--- config.mk ---
export PLATFORM = sky130hd
export DESIGN_NAME = pipe_ctrl_unit
export DESIGN_NICKNAME = d
export VERILOG_FILES = /design/src/rtl/pipe_ctrl_unit.sv
export SDC_FILE = /design/constraint.sdc
export NUM_CORES = 1
export LEC_CHECK = 0
export ABC_AREA = 1
export ABC_CLOCK_PERIOD_IN_PS = 1950
export CAP_MARGIN = 20
export CORE_MARGIN = 3
export CORE_UTILIZATION = 35
export CTS_BUF_LIST = sky130_fd_sc_hd__clkbuf_16
export CTS_CLUSTER_SIZE = 8
export DETAILED_ROUTE_END_ITERATION = 16
export PLACE_DENSITY = 0.75
export SLEW_MARGIN = 20
export SYNTH_ARGS = -nofsm -noshare
export SYNTH_HDL_FRONTEND = slang
export SYNTH_SLANG_ARGS = --single-unit
--- constraint.sdc ---
create_clock -name clk_i -period 1.95 [get_ports clk_i]
set_clock_uncertainty 0.05 [all_clocks]
set_input_delay 0.585 -clock clk_i [delete_from_list [all_inputs] [get_ports clk_i]]
set_output_delay 0.585 -clock clk_i [all_outputs]
set_load 0.005 [all_outputs]
--- src/rtl/pipe_ctrl_unit.sv ---
// pipe_ctrl_unit: Y86-64 pipeline stall/bubble control with RUN/MWAIT/HALT run state.
// Defining PIPE_PERF_CNT_EN adds cycle/stall/bubble performance counters.
module pipe_ctrl_unit #(
  parameter int MEM_TIMEOUT = 16,
  parameter int CNT_W       = 32
) (
  input  logic             clk_i,
  input  logic             rst_n_i,
  input  logic [3:0]       D_icode_i,
  input  logic [3:0]       d_srcA_i,
  input  logic [3:0]       d_srcB_i,
  input  logic [3:0]       E_icode_i,
  input  logic [3:0]       E_dstM_i,
  input  logic             e_Cnd_i,
  input  logic [3:0]       M_icode_i,
  input  logic             M_mem_req_i,
  input  logic             dmem_ack_i,
  input  logic [2:0]       m_stat_i,
  input  logic [2:0]       W_stat_i,
  output logic             F_stall_o,
  output logic             D_stall_o,
  output logic             D_bubble_o,
  output logic             E_stall_o,
  output logic             E_bubble_o,
  output logic             M_stall_o,
  output logic             M_bubble_o,
  output logic             W_stall_o,
  output logic             W_bubble_o,
  output logic             set_cc_o,
  output logic [1:0]       state_o,
`ifdef PIPE_PERF_CNT_EN
  output logic [CNT_W-1:0] cyc_cnt_o,
  output logic [CNT_W-1:0] stall_cnt_o,
  output logic [CNT_W-1:0] bubble_cnt_o,
`endif
  output logic             mem_err_o
);
  typedef enum logic [1:0] {RUN = 2'd0, MWAIT = 2'd1, HALT = 2'd2} state_t;
  localparam int CW = MEM_TIMEOUT > 1 ? $clog2(MEM_TIMEOUT) : 1;
  localparam logic [CW-1:0] LAST = CW'(MEM_TIMEOUT - 1);
  localparam logic [3:0] MRMOVQ = 4'h5, OPQ = 4'h6, JXX = 4'h7, IRET = 4'h9, POPQ = 4'hB, RNONE = 4'hF;
  localparam logic [2:0] SAOK = 3'd1;
  state_t state_q, state_d;
  logic [CW-1:0] cnt_q, cnt_d;
  logic err_q, err_d;
  logic loaduse, retp, misp, exc_m, exc_w, memwait, d_bub, hold;
  assign loaduse = (E_icode_i == MRMOVQ || E_icode_i == POPQ) && E_dstM_i != RNONE &&
                   (E_dstM_i == d_srcA_i || E_dstM_i == d_srcB_i);
  assign retp    = D_icode_i == IRET || E_icode_i == IRET || M_icode_i == IRET;
  assign misp    = E_icode_i == JXX && !e_Cnd_i;
  assign exc_m   = m_stat_i != SAOK;
  assign exc_w   = W_stat_i != SAOK;
  assign memwait = M_mem_req_i && !dmem_ack_i && !exc_w;
  assign d_bub   = misp || (!loaduse && retp);
  // an ack in MWAIT lets M advance this cycle, so that cycle is decoded as RUN
  assign hold    = (state_q == MWAIT && !dmem_ack_i) || (state_q == RUN && memwait);
  always_comb begin
    state_d = state_q;
    cnt_d = cnt_q;
    err_d = err_q;
    {F_stall_o, D_stall_o, D_bubble_o, E_stall_o, E_bubble_o} = '0;
    {M_stall_o, M_bubble_o, W_stall_o, W_bubble_o, set_cc_o} = '0;
    if (!rst_n_i) begin
      {D_bubble_o, E_bubble_o, M_bubble_o, W_bubble_o} = 4'hF;
    end else if (state_q == HALT) begin
      {F_stall_o, D_stall_o, E_stall_o, M_stall_o, W_stall_o} = 5'h1F;
    end else if (hold) begin
      {F_stall_o, D_stall_o, E_stall_o, M_stall_o, W_bubble_o} = 5'h1F;
      cnt_d = state_q == RUN ? '0 : (cnt_q == LAST ? cnt_q : cnt_q + 1'b1);
      state_d = state_q == MWAIT && cnt_q == LAST ? HALT : MWAIT;
      err_d = err_q || (state_q == MWAIT && cnt_q == LAST);
    end else begin
      F_stall_o = loaduse || retp;
      D_bubble_o = d_bub;
      D_stall_o = loaduse && !d_bub;
      E_bubble_o = misp || loaduse;
      M_bubble_o = exc_m || exc_w;
      W_stall_o = exc_w;
      set_cc_o = E_icode_i == OPQ && !exc_m && !exc_w;
      cnt_d = '0;
      state_d = exc_w ? HALT : RUN;
    end
  end
  always_ff @(posedge clk_i) begin
    if (!rst_n_i) begin
      state_q <= RUN;
      cnt_q <= '0;
      err_q <= 1'b0;
    end else begin
      state_q <= state_d;
      cnt_q <= cnt_d;
      err_q <= err_d;
    end
  end
  assign state_o = state_q;
  assign mem_err_o = err_q;
`ifdef PIPE_PERF_CNT_EN
  logic [CNT_W-1:0] cyc_q, stall_q, bub_q;
  always_ff @(posedge clk_i) begin
    if (!rst_n_i) begin
      cyc_q <= '0;
      stall_q <= '0;
      bub_q <= '0;
    end else if (state_q != HALT) begin
      cyc_q <= cyc_q + 1'b1;
      stall_q <= stall_q + CNT_W'(F_stall_o);
      bub_q <= bub_q + CNT_W'(E_bubble_o);
    end
  end
  assign cyc_cnt_o = cyc_q;
  assign stall_cnt_o = stall_q;
  assign bubble_cnt_o = bub_q;
`endif
endmodule

==> flow_summary.toml, run 1 <==
[global_route]
global_route.overflow_total = 0
grt_use_total_pct = 24.8
grt_pass1_wl_um = 5040
number_of_global_route_vias_before_repair = 1166
antenna_found_initial = 0
pin_count_of_the_biggest_net_entering_global_routing = 7

[outcome]
failed_checks = "setup timing"
run_status = "finished, violations left"

[floorplan]
io_pins = 48
start_util_pct = 39.5
core.rowCount = 15
floorplan.die.height_um = 51.8
design.die.area_mm2 = 0.00268
floorplan.die.width_um = 51.8
design.core.area_mm2 = 0.00186

[timing]
setup_viol = 9
timing.final.crit_share_pct = 110
achievable-frequency_mhz = 466
maxSlewHeadroom_pct = 78.1
timing_worst_slew_pin_value_ps = 326
hold_fails_final_rpt = 0
setup_ws_ps = -194
grt_setup_unrepaired = "yes"
min_period_ps = 2140
slew_violations = 0
finalHoldWorstSlack_ps = 403

[critical_path]
timing.critical_path.cells = "buf_2, inv_1, nand2_1, nand2_1, nor2_1, nand2_1, nand2_2, nand3_2, nand2_2, nor2_1, buf_2"
timing.critical_path.to_type = "primary output"
cp_num_buf_inv = 3
required_ps = 1310
critPathLaunchType = "input pin"
timing.critical_path.depth = 11
cpPeakStageDelay_ps = 130
cp_common_cell = "sky130_fd_sc_hd__nand2_1"
timing.critical_path.slowest_stage_cell = "sky130_fd_sc_hd__nor2_1"
critical_path.top_delay_family = "simple AND/OR/NAND/NOR gates"
data_arrival_time_of_the_critical_path_ps = 1510
rr_worst_depth = 13
critical_path_peak_fanout = 2
path_class = "input pin to primary output"

[yosys]
syn_area_um2 = 733
synthDistinctLibCells = 23
syn-instance-count = 133
ys_seq_area_share_pct = 19.1
ys_top_cells_by_area = "sky130_fd_sc_hd__nand2_1 20%, sky130_fd_sc_hd__dfxtp_1 19%, sky130_fd_sc_hd__inv_1 8.7%"
synth_area_leader_cell = "sky130_fd_sc_hd__nand2_1"
ys.warnings.count = 0
syn-mean-instance-area_um2 = 5.51
mappedNetlistNets = 169
synth_top_cell_area_share_pct = 20.5
synth.ff_latch_count = 7

[run]
max_capacitance_violation_total = 0

[finish]
antenna-diode-count = 0
drive_above_1_share_pct = 58.3
area_overhead_vs_synth_pct = 126
final_net_count = 248

[placement]
port_buffers = 47
dp_hpwl_um = 1980
place.gp.congestion = 0.820

[clock_network]
clk_path_buf_depth = 2
ctsHoldBuffers = 0
clk_latency_ps = 230
cts.sink_count = 7
tritoncts_clock_tree = "built"
cts_buffers = 3
clock-root-buffer = "sky130_fd_sc_hd__clkbuf_16"
cts_htree_levels = 1
clk_pin_slew_worst_paths_ps = 40

[routing]
firstDrtPassIters = 4
detail_route.iter0.violations = 28
routedWlPerCell_um = 15.8
via_per_inst = 5.14
drc = 0
drtAntennaViolNets = 0
route.vias.total = 1213
totalWireLength_um = 3720

[worst_hold_path]
min_delay_path_depth = 2
hold_path_class = "flip-flop to flip-flop"

[pwr]
power.density_mw_per_mm2 = 468
power.static_leakage_uw = 0.000869
ir_drop_mv = 0.545
power_uw = 774
worst paths after layout:
kind | start | end | slack [ps]
max reg2reg | state_o[0] | mem_err_o | 90
min reg2reg | mem_err_o | mem_err_o | 400
min | mem_err_o | mem_err_o | 400
max | d_srcA_i[0] | D_bubble_o | -190
kinds of logic after synthesis:
| kind of cell | synth area share (%) |
|---|---|
| buffers and inverters | 14.8 |
| flip-flops | 19.1 |
| adder cells (fa/ha/maj) | 1.71 |
| AND/OR/NAND/NOR | 54.1 |
| AO/OA/AOI/OAI | 10.2 |
report_power, final:
group / leakage (uW) / total, uW / switching, uW / internal, uW
Combinational: 0.000769 / 275 / 132 / 143
Clock: 0.0000423 / 349 / 81.9 / 267
Sequential: 0.0000579 / 150 / 3.17 / 147
layer usage:
metal  wire (um)  up-vias  track usage, %
met5           0        -               0
met4         126        0            8.73
met2        1890       73            44.7
li1            -      571               -
met1        1430      555            29.1
met3         271       14            4.30
flip-flops by register name, indices dropped and copies added, names as in the netlist:
signal / count
mem_err_o: 1
state_o: 2
cnt_q: 4
cell usage in the layout (no fill, tap or decap), drive strengths merged, types with 2 or more instances in the layout:
cell type,count
dlygate4sd2,6
nand2,48
clkdlybuf4s50,3
nand3,9
inv,27
nor3,5
nor2,16
dfxtp,7
nand4,4
buf,61
clkbuf,4
and3,2
a21oi,8
clkdlybuf4s15,4
final cells by class:
type	count	area (um2)
clock inverter	1	3.75
multi-input combinational	98	634
clock buffer	3	75.1
timing repair buffer	75	647
inverter	27	119
tap	25	31.3
sequential	7	145
fill	83	203
what timing repair did:
action                                  4_1_cts  5_1_grt
resized for setup                           180       52
pin swaps                                    42       38
endpoints found under the setup margin       10       12
buffers inserted                             11        2
tightest hold or removal path, stage by stage (launching register included):
cell,delay (ps)
sky130_fd_sc_hd__dfxtp_1,310
sky130_fd_sc_hd__nand2_1,60
sky130_fd_sc_hd__nand2_1,40
Yosys cell counts:
| library cell | n |
|---|---|
| sky130_fd_sc_hd__nand2_1 | 40 |
| sky130_fd_sc_hd__inv_1 | 17 |
| sky130_fd_sc_hd__nor2_1 | 14 |
| sky130_fd_sc_hd__inv_2 | 9 |
| sky130_fd_sc_hd__nand3_1 | 8 |
| sky130_fd_sc_hd__dfxtp_1 | 7 |
| sky130_fd_sc_hd__nand2_2 | 7 |
| sky130_fd_sc_hd__a21oi_1 | 5 |
| sky130_fd_sc_hd__nor3_1 | 5 |
| sky130_fd_sc_hd__nand4_1 | 4 |
| sky130_fd_sc_hd__a21oi_2 | 3 |
| sky130_fd_sc_hd__and3_1 | 2 |
| sky130_fd_sc_hd__nor2_2 | 2 |
| sky130_fd_sc_hd__a211oi_1 | 1 |
| sky130_fd_sc_hd__buf_4 | 1 |
| sky130_fd_sc_hd__clkinv_1 | 1 |
| sky130_fd_sc_hd__ha_1 | 1 |
| sky130_fd_sc_hd__nand2_4 | 1 |
| sky130_fd_sc_hd__nand3_2 | 1 |
| sky130_fd_sc_hd__nor2b_1 | 1 |
| sky130_fd_sc_hd__nor3b_1 | 1 |
| sky130_fd_sc_hd__o211ai_1 | 1 |
| sky130_fd_sc_hd__o21ai_2 | 1 |
per-stage QoR:
stage | cells | util (%) | worst slack [ps] | TNS (ps) | area [um2]
after detailed placement | 221 | 72.9 | -947 | -8580 | 1360
after global placement | 221 | 72.9 | -941 | -8450 | 1360
after floorplan | 133 | - | 77.3 | 0 | 733
after CTS | 236 | 80.6 | -143 | -750 | 1500
final | 236 | 89.1 | -194 | -1300 | 1660
after global routing | 236 | 89.1 | -287 | -1760 | 1660
Note: power is estimated with default switching activity, not from simulation.
==> run 2, diff against run 1 <==
--- a/config.mk
+++ b/config.mk
@@ -13,7 +13,7 @@
 export CTS_BUF_LIST = sky130_fd_sc_hd__clkbuf_16
 export CTS_CLUSTER_SIZE = 8
 export DETAILED_ROUTE_END_ITERATION = 16
-export PLACE_DENSITY = 0.75
+export PLACE_DENSITY = 0.8
 export SLEW_MARGIN = 20
 export SYNTH_ARGS = -nofsm -noshare
 export SYNTH_HDL_FRONTEND = slang
==> flow_summary.toml, run 2 (same netlist as run 1, synthesis figures left out) <==
[outcome]
run_status = "finished, violations left"
failed_checks = "setup timing"

[finish]
antenna-diode-count = 0
area_overhead_vs_synth_pct = 131
postLayoutCoreUtil_pct = 91.0
multi_input_area_um2 = 619
drive_above_1_share_pct = 61.3
top_register = "cnt_q"
final_net_count = 259
final-seq-area_um2 = 141
commonest_cells_after_routing_fill_and_taps_aside = "35 x sky130_fd_sc_hd__buf_4, 27 x sky130_fd_sc_hd__nand2_1, 19 x sky130_fd_sc_hd__buf_6, 18 x sky130_fd_sc_hd__nand2_2, 16 x sky130_fd_sc_hd__buf_2"
largest_reg_flops = 4
mostFrequentLayoutCell = "sky130_fd_sc_hd__buf_4"
fill_cells = 71

[routing]
totalWireLength_um = 4890
route.vias.total = 1366
drc = 0
routedWlPerCell_um = 19.8
via_per_inst = 5.53
firstDrtPassIters = 4
detail_route.iter0.violations = 67
drtAntennaViolNets = 0

[global_route]
antenna_found_initial = 0
global_route.overflow_total = 0
number_of_global_route_vias_before_repair = 1299
grt_pass1_wl_um = 5870
grt_use_total_pct = 29.6
pin_count_of_the_biggest_net_entering_global_routing = 7

[pwr]
ir_drop_mv = 0.424
sequentialPowerShare_pct = 18.6
clockPowerShare_pct = 44.2
switching_share_pct = 30.2
netSwitchingPower_uw = 245
combinationalPowerShare_pct = 37.2
power.density_mw_per_mm2 = 481
power.static_leakage_uw = 0.000910
intPower_uw = 568

[critical_path]
timing.critical_path.to_type = "primary output"
data_arrival_time_of_the_critical_path_ps = 1660
critPathLaunchType = "input pin"
critical_path_peak_fanout = 3
path_class = "input pin to primary output"
required_ps = 1310

[run]
max_capacitance_violation_total = 0

[timing]
timing.final.crit_share_pct = 118
setup_ws_ps = -347
setup-tns-final_ps = -3030
achievable-frequency_mhz = 435
min_period_ps = 2300
timing_worst_slew_pin_value_ps = 287
grt_setup_unrepaired = "yes"
hold_fails_final_rpt = 0
setup_viol = 12
maxSlewHeadroom_pct = 80.7
slew_violations = 0

[clock_network]
cts_htree_levels = 1
cts.sink_count = 7
clock-root-buffer = "sky130_fd_sc_hd__clkbuf_16"
cts_buffers = 3
tritoncts_clock_tree = "built"
clk_latency_ps = 240
clk_path_buf_depth = 2
clk_pin_slew_worst_paths_ps = 40

[placement]
place.gp.congestion = 0.799
port_buffers = 47
dp_hpwl_um = 1980

[floorplan]
start_util_pct = 39.5
design.core.area_mm2 = 0.00186
floorplan.die.width_um = 51.8
floorplan.die.height_um = 51.8
io_pins = 48
design.die.area_mm2 = 0.00268
core.rowCount = 15

[worst_hold_path]
hold_path_class = "flip-flop to flip-flop"
run 2: cell count changes in the layout (fill, tap and decap cells not counted), sizes merged:
cell | previous run | this run
buf | 61 | 72
clkbuf | 4 | 7
dlygate4sd2 | 6 | 4
clkdlybuf4s15 | 4 | 3
run 2: power groups by stage:
stage	Sequential (uW)	Combinational, uW	Clock [uW]
CTS	150	230	354
detailed placement	153	211	0
global placement	152	206	0
global route	151	319	359
finish	151	303	359
floorplan	152	77.7	0
run 2: timing repair:
action                     in CTS  in global routing
resized for setup             175                 49
setup endpoints to repair      10                 12
hold buffers                    0                  0
buffers inserted               20                  9
cloned                          0                  0
pin swaps                      38                 24
hold endpoints to repair        0                  0
run 2: final timing paths:
check / start / to / slack [ps] / cells past startpoint
worst max-delay path: dmem_ack_i / M_bubble_o / -350 / 11
worst min-delay path: mem_err_o / mem_err_o / 440 / 2
worst max register to register: state_o[1] / mem_err_o / -280 / 15
worst min register to register: mem_err_o / mem_err_o / 440 / 2
run 2: metrics by stage:
step	hold slack [ps]	area [um2]	worst slack [ps]	cells	power, uW
2_1_floorplan	389	733	77.3	133	230
3_3_place_gp	386	1320	-951	216	358
3_5_place_dp	385	1320	-963	216	363
4_1_cts	404	1500	-153	239	734
5_1_grt	464	1690	-374	247	830
6_report	436	1690	-347	247	814
run 2: critical path, cell delays in order:
cell,delay (ps)
sky130_fd_sc_hd__buf_8,110
sky130_fd_sc_hd__inv_8,60
sky130_fd_sc_hd__nand2_4,50
sky130_fd_sc_hd__o21ai_4,160
sky130_fd_sc_hd__nand2_2,90
sky130_fd_sc_hd__nand2_2,100
sky130_fd_sc_hd__nand2_2,100
sky130_fd_sc_hd__inv_2,100
sky130_fd_sc_hd__buf_6,120
sky130_fd_sc_hd__nor2_1,50
sky130_fd_sc_hd__buf_2,130
run 2: cell type report:
cell class | instances | area share (%)
Timing Repair Buffer | 86 | 41.6
Multi-Input combinational cell | 98 | 36.6
Sequential cell | 7 | 8.36
Inverter | 27 | 6.88
Clock buffer | 3 | 4.44
Tap cell | 25 | 1.85
Clock inverter | 1 | 0.222
run 2: per-layer routing:
layer  global-route usage, %  vias up  routed length [um]
met3                    7.74       22                 655
met5                       0        -                   0
li1                        -      593                   -
met4                    12.2        0                 177
met2                    54.4      119                2290
met1                    31.5      632                1770
==> run 3, diff against run 2 <==
--- a/config.mk
+++ b/config.mk
@@ -14,7 +14,7 @@
 export CTS_CLUSTER_SIZE = 8
 export DETAILED_ROUTE_END_ITERATION = 16
 export PLACE_DENSITY = 0.8
-export SLEW_MARGIN = 20
+export SLEW_MARGIN = 0
 export SYNTH_ARGS = -nofsm -noshare
 export SYNTH_HDL_FRONTEND = slang
 export SYNTH_SLANG_ARGS = --single-unit
==> results of run 3 <==
Same layout as run 2: the final DEF is identical, and so are final timing and power.
